`src/rtl/pipelined_adder.sv`:
```
// Pipelined add/subtract: WIDTH bits split into STAGES chunks, one prefix-carry chunk per stage.
// Optional signed-overflow output enabled by defining PIPELINED_ADDER_OVF_EN.
module pipelined_adder #(
    parameter int WIDTH  = 32,
    parameter int STAGES = 4
) (
    input  logic             clk,
    input  logic             rst_n,
    input  logic             in_valid,
    output logic             in_ready,
    input  logic [WIDTH-1:0] a,
    input  logic [WIDTH-1:0] b,
    input  logic             cin,
    input  logic             sub,
    output logic             out_valid,
    input  logic             out_ready,
    output logic [WIDTH-1:0] s,
    output logic             cout,
    output logic             busy
`ifdef PIPELINED_ADDER_OVF_EN
    ,
    output logic             ovf
`endif
);

    localparam int unsigned CW = WIDTH / STAGES;

    if ((STAGES < 1) || (STAGES > WIDTH) || ((WIDTH % STAGES) != 0)) begin : g_bad_cfg
        $error("pipelined_adder: WIDTH must be a multiple of STAGES, STAGES in 1..WIDTH");
    end

    // Returns {carry out, carry into MSB, sum} of one chunk.
    typedef logic [CW+1:0] res_t;

    function automatic res_t chunk_add(input logic [CW-1:0] x, input logic [CW-1:0] y,
                                       input logic c);
        logic [CW-1:0] g, p, gp, pp;
        logic [CW:0]   cy;
        int unsigned   i;
        g  = x & y;
        p  = x ^ y;
        gp = g;
        pp = p;
        // Kogge-Stone span doubling; walking high-to-low keeps gp[i-d] at its previous level.
        for (int unsigned d = 1; d < CW; d = d * 2) begin
            for (int unsigned j = 0; j < CW - d; j++) begin
                i     = CW - 1 - j;
                gp[i] = gp[i] | (pp[i] & gp[i-d]);
                pp[i] = pp[i] & pp[i-d];
            end
        end
        cy[0] = c;
        for (int unsigned k = 0; k < CW; k++) begin
            cy[k+1] = gp[k] | (pp[k] & c);
        end
        return {cy[CW], cy[CW-1], p ^ cy[CW-1:0]};
    endfunction

    logic [WIDTH-1:0]  a_q  [STAGES];
    logic [WIDTH-1:0]  b_q  [STAGES];
    logic              c_q  [STAGES];
    logic [STAGES-1:0] vld;

    logic [WIDTH-1:0]  op_a [STAGES];
    logic [WIDTH-1:0]  op_b [STAGES];
    logic              op_c [STAGES];
    res_t              res  [STAGES];
    logic [STAGES-1:0] src_v;
    logic              stall;

    assign stall = vld[STAGES-1] & ~out_ready;

    if (STAGES == 1) begin : g_src_one
        assign src_v = in_valid;
    end else begin : g_src_many
        assign src_v = {vld[STAGES-2:0], in_valid};
    end

    for (genvar k = 0; k < STAGES; k++) begin : g_stage
        if (k == 0) begin : g_first
            assign op_a[k] = a;
            assign op_b[k] = sub ? ~b : b;
            assign op_c[k] = sub ^ cin;
        end else begin : g_next
            assign op_a[k] = a_q[k-1];
            assign op_b[k] = b_q[k-1];
            assign op_c[k] = c_q[k-1];
        end
        assign res[k] = chunk_add(op_a[k][k*CW +: CW], op_b[k][k*CW +: CW], op_c[k]);
    end

`ifdef PIPELINED_ADDER_OVF_EN
    logic ovf_q;
`endif

    // a_q carries the finished sum chunks in its low bits and the pending operand A chunks above.
    always_ff @(posedge clk or negedge rst_n) begin
        if (!rst_n) begin
            vld <= '0;
            for (int unsigned k = 0; k < STAGES; k++) begin
                a_q[k] <= '0;
                b_q[k] <= '0;
                c_q[k] <= 1'b0;
            end
`ifdef PIPELINED_ADDER_OVF_EN
            ovf_q <= 1'b0;
`endif
        end else if (!stall) begin
            vld <= src_v;
            for (int unsigned k = 0; k < STAGES; k++) begin
                if (src_v[k]) begin
                    a_q[k]            <= op_a[k];
                    a_q[k][k*CW +: CW] <= res[k][CW-1:0];
                    b_q[k]            <= op_b[k];
                    c_q[k]            <= res[k][CW+1];
                end
            end
`ifdef PIPELINED_ADDER_OVF_EN
            if (src_v[STAGES-1]) begin
                ovf_q <= res[STAGES-1][CW+1] ^ res[STAGES-1][CW];
            end
`endif
        end
    end

    assign in_ready  = ~stall;
    assign out_valid = vld[STAGES-1];
    assign s         = a_q[STAGES-1];
    assign cout      = c_q[STAGES-1];
    assign busy      = |vld;
`ifdef PIPELINED_ADDER_OVF_EN
    assign ovf       = ovf_q;
`endif

endmodule

```
`config.mk`:
```
export PLATFORM = sky130hd
export DESIGN_NAME = pipelined_adder
export DESIGN_NICKNAME = d
export VERILOG_FILES = /design/src/rtl/pipelined_adder.sv
export SDC_FILE = /design/constraint.sdc
export NUM_CORES = 1
export LEC_CHECK = 0
export CORE_MARGIN = 2
export CORE_UTILIZATION = 47
export DETAILED_ROUTE_END_ITERATION = 10
export GPL_TIMING_DRIVEN = 0
export PLACE_DENSITY_LB_ADDON = 0.12
export SYNTH_ARGS = -nofsm -noshare
export SYNTH_HDL_FRONTEND = slang
export SYNTH_SLANG_ARGS = --single-unit
export TNS_END_PERCENT = 5
```
`constraint.sdc`:
```
create_clock -name clk -period 3.06 [get_ports clk]
set_input_delay 0.612 -clock clk [delete_from_list [all_inputs] [get_ports clk]]
set_output_delay 0.612 -clock clk [all_outputs]
set_load 0.1 [all_outputs]
```
# Yosys cells after proc, flatten, opt, wreduce, memory -nomap -nowiden
# Index checks and enable logic that the tools add are counted.
[op_classes]
n_mux = 1
n_reduce_logical = 5
n_bitwise = 285
[op_table]
columns = ["cell", "n"]
rows = [
  ["AND 1 bit", 169],
  ["bitwise OR 1 bit", 100],
  ["bitwise XOR 8 bit", 8],
  ["AND 8 bit", 4],
  ["2-to-1 mux 32 bit", 1],
  ["inverter 32 bit", 1],
  ["AND reduction 2 bit", 4],
  ["OR reduction 4 bit", 1],
  ["inverter 1 bit", 2],
  ["bitwise XOR 1 bit", 1],
]
[totals]
register_bits = 232
inputBits = 70
word_cells = 303
out_inout_bits = 36

# Depth between registers and ports, before layout
# Gate-level depths: netlist (run 1).
[logic_depth]
ltp_word = 10
depth_mapped = 9
mapped_depth_nobuf = 7

# Worst setup path before layout (run 1)
# OpenSTA, ideal clock, no wires.
[synth_timing]
path_type = "input to register"
from = "input sub"
to = "register c_q[3] (netlist bit)"
cell_stages = 9
slack_ns = 0.450
path_buffers = 2
setup_ns = 0.129
arrival_ns = 2.480
t_required_ns = 2.931
cell_sequence = "buf_4 > buf_2 > xor2_1 > ha_1 > a21o_1 > a21oi_2 > a311oi_2 > o21a_1 > o41a_1"
[synth_between]
elab_chain_cells = 9
word_cells_on_any_way = 27
cone_classes = "mux: 1; bitwise: 26"
[synth_lines]
columns = ["element", "line_no", "text"]
rows = [
  ["from (decl)", "14", "input logic sub,"],
  ["2-to-1 mux 32 bit", "82", "assign op_b[k] = sub ? ~b : b;"],
  ["bitwise XOR 8 bit or AND 8 bit (tied branches)", "41, 40", ""],
  ["AND 1 bit", "48", "gp[i] = gp[i] | (pp[i] & gp[i-d]);"],
  ["bitwise OR 1 bit", "48", ""],
  ["AND 1 bit", "48", ""],
  ["bitwise OR 1 bit", "48", ""],
  ["AND 1 bit", "48", ""],
  ["bitwise OR 1 bit", "48", ""],
  ["bitwise OR 1 bit (*)", "54", "cy[k+1] = gp[k] | (pp[k] & c);"],
  ["to (signal, indexed assignment)", "115", "c_q[k] <= res[k][CW+1];"],
  ["to (decl)", "61", "logic c_q [STAGES];"],
]
# Every way passes the cells marked *; elsewhere a longest branch is shown, timed or not.
# A chain may end at the register's enable or synchronous reset.

# Final worst setup path (run 1)
[layout_timing]
from = "input out_ready"
to = "output in_ready"
[layout_between]
elab_chain_cells = 3
[layout_lines]
columns = ["element", "line_no", "text"]
rows = [
  ["from (decl)", "16", "input logic out_ready,"],
  ["inverter 1 bit", "71", "assign stall = vld[STAGES-1] & ~out_ready;"],
  ["AND 1 bit", "71", ""],
  ["inverter 1 bit (no source line)", "--", ""],
  ["to (decl)", "10", "output logic in_ready,"],
]
# No other way between the ends.

==> results of run 1 <==
[metal layers]
metal	up-vias	share of wire (%)	track usage, %
met5	-	0	0
met1	2735	47	26.8
met2	131	47	31.3
met3	24	4.1	4.06
met4	0	2.1	6.42
li1	2754	-	-
[worst register-to-register path, stage by stage (launching register included)]
cell and delay (ns):
dfrtp_1 0.42, ha_1 0.34, a211oi_2 0.25, o21bai_2 0.16, a2111o_1 0.49, a311oi_2 0.28, o41ai_1 0.12
[how the worst min path moves through the flow]
| stage | startpoint | endpoint | slack [ns] | cells past startpoint |
|---|---|---|---|---|
| 6_report | rst_n | a_q[123] | 0.14 | 1 |
| 5_1_grt | rst_n | a_q[123] | 0.17 | 1 |
| 4_1_cts | rst_n | a_q[56] | 0.16 | 1 |
| 3_5_place_dp | a_q[112] | a_q[112] | 0.46 | 2 |
| 3_3_place_gp | a_q[119] | a_q[119] | 0.45 | 2 |
| 2_1_floorplan | rst_n | a_q[100] | 0.32 | 0 |
[cells in the final DEF (no fill, tap or decap), drive strengths merged, types with 3 or more instances in the layout]
cell type	Yosys	routed
a211oi	6	6
a21o	11	11
a21oi	17	17
a311oi	3	3
and3	3	3
buf	54	56
clkbuf	10	28
clkdlybuf4s50	0	101
clkinv	0	5
dfrtp	184	184
fa	4	4
ha	33	33
inv	12	17
mux2	100	100
nand2	132	132
nand2b	5	5
nand3	5	5
nand3b	3	3
nor2	6	6
nor3b	6	6
o21ai	59	59
o31ai	5	5
or4	3	3
xnor2	34	34
xor2	15	15
[metrics by stage]
| stage | setup TNS (ns) | util (%) | power, µW |
|---|---|---|---|
| after floorplan | 0 | - | 8750 |
| after global placement | -1092.17 | 55.3 | 10000 |
| after detailed placement | -0.228 | 55.5 | 10200 |
| after CTS | 0 | 58.7 | 12400 |
| after global routing | 0 | 58.7 | 13100 |
| final | 0 | 58.7 | 12300 |
[kinds of logic (layout without fill, tap and decap cells)]
kind of cell / count (synthesis) / in the layout
flops: 184 / 184
simple gates: 172 / 172
compound gates: 119 / 119
mux: 100 / 100
buf+inv: 76 / 213
xor+xnor: 49 / 49
fa+ha+maj: 37 / 37
[cell type report]
cell class                      count  area (µm²)
Fill cell                        1499        7440
Clock buffer                       18         439
Multi-Input combinational cell    477        3580
Buffer                             64         415
Sequential cell                   184        4600
Timing Repair Buffer              105        1070
Clock inverter                     14         144
Tap cell                          229         287
Inverter                           12        45.0
[flip-flops by register name (all words and copies together), names as in the netlist]
register,flops
c_q,3
b_q,48
s,32
vld,4
cout,1
a_q,96
[power breakdown]
| group | leakage (µW) | total, µW | internal (µW) | switching, µW |
|---|---|---|---|---|
| combinational | 0.00233 | 5990 | 2430 | 3560 |
| clock | 0.000287 | 2180 | 1230 | 947 |
| sequential | 0.00226 | 4140 | 3510 | 630 |
| total | 0.00488 | 12300 | 7170 | 5130 |
==> results.cfg, run 1 <==
[synthesis]
netlist_instances = 737
ys_types = 55
syn_nets = 844
synth_common_cells = 184 x dfrtp_1, 132 x nand2_1, 100 x mux2_2
synth_most_common_cell = dfrtp_1
synth_area_leaders = dfrtp_1 53%, mux2_2 13%, nand2_1 5.7%, ha_1 4.8%, xnor2_1 3.4%
synthesis.area_um2 = 8640
synth_ff_type = dfrtp_1
synth_xor_xnor_area_share_pct = 5.05
yosysSeqAreaShare_pct = 53.3
synth-async-reset-ratio_pct = 100
yosys.area.top_type = dfrtp_1
synth_compound_area_share_pct = 8.87
synth_top_family_by_area = multiplexers
synth.top_cell.area_share_pct = 53.3
synthSimpleGateAreaFrac_pct = 8.74
synthAdderAreaFrac_pct = 5.70
muxShareOfSynthArea_pct = 13.0
synth_edf_count = 0
synth_area_per_cell_um2 = 11.7
ys_seq_elements = 184
synth-warning-count = 0

[worst_setup_path]
cp_slowest_cell = dlygate4sd2_1
cp-endpoint = in_ready
r2r_cells = 6
regToRegStartpoint = a_q[104]
crit_family = buffers and inverters
critPathArrivalTime_ns = 2.39
worst-path-max-fanout = 10
cp-end-kind = primary output
cp-start-kind = input port
cp_slowest_stage_delay_ns = 0.89
crit_buf_inv = 3
required_ns = 2.45
path_class = in2out
r2r_end = a_q[79]
critPathLaunch = out_ready
rrSetupSlack_ns = 0.87
path_cells = clkdlybuf4s50_1, nand2b_1, buf_2, dlygate4sd2_1
cp_num_cells = 4

[sta]
hold_viol_final = 0
rsz0062_at_grt = false
relSlewSlack_pct = 34.6
fin_crit_sh_pct = 98.1
slew_violations = 0
fmax_mhz = 333
finClkSkew_ns = 0.0108
timing.hold.ws_ns = 0.141
post-route-min-period_ns = 3.00
finalSetupViolCount = 0
setup_slack_ns = 0.0589
tightest_slew_ns = 0.979

[floorplanning]
num_rows = 49
start_util_pct = 48.0
die_area_um2 = 19500
die_w_um = 140
ioPinCount = 106
core-area_um2 = 18000
die_y_um = 140

[cts]
cts_tree = done
cts-root-buf = clkbuf_16
cts_resized = 1
cts-buffers-inserted = 17
cts_htree_levels = 4
postCtsSetupBuffers = 0
clk_latency_ns = 0.43
holdBufCountCts = 0
clockBufferDepth = 2
clock_sinks = 184
clk_pin_slew_ns = 0.07

[finish]
instances_no_fill = 1103
antenna_cells = 0
drive_gt1_share_pct = 23.0
area.growth.synth_to_final_pct = 22.5
nNetsFinal = 968
fin_area_um2 = 10600

[placement]
dp_worst_setup_slack_ns = -0.228
placed_cells = 1071
dpl-instance-area_um2 = 10000
io_buffers = 104
gp_congestion = 0.844
place_hpwl_mm = 13.1

[drt]
first_pass_iters = 6
vias_per_cell = 5.12
vias = 5644
drt_first_iter_violations = 257
wirelength_mm = 17.8
wire_per_inst_um = 16.1
ant_nets = 0
drc = 0

[grt]
overflow = 0
grt_pass1_vias = 6029
antenna_found_initial = 0
grt_pass1_wl_mm = 30.1
grt_max_degree = 114
grt.total_usage_pct = 19.5

[pwr]
ir_worst_vdd_v = 0.000826
powerDensity_nw_per_um2 = 1160
p_leak_uw = 0.00488

[run]
drv_cap = 0

[min_path]
hp-class = in2async

[status]
outcome = complete, no violations
(Power assumes the default switching activity.)
==> inputs of run 2 (changes only) <==
CTS_CLUSTER_SIZE = 8   (was default)
==> results of run 2 <==
No change in the layout: final DEF, timing and power equal those of run 1.
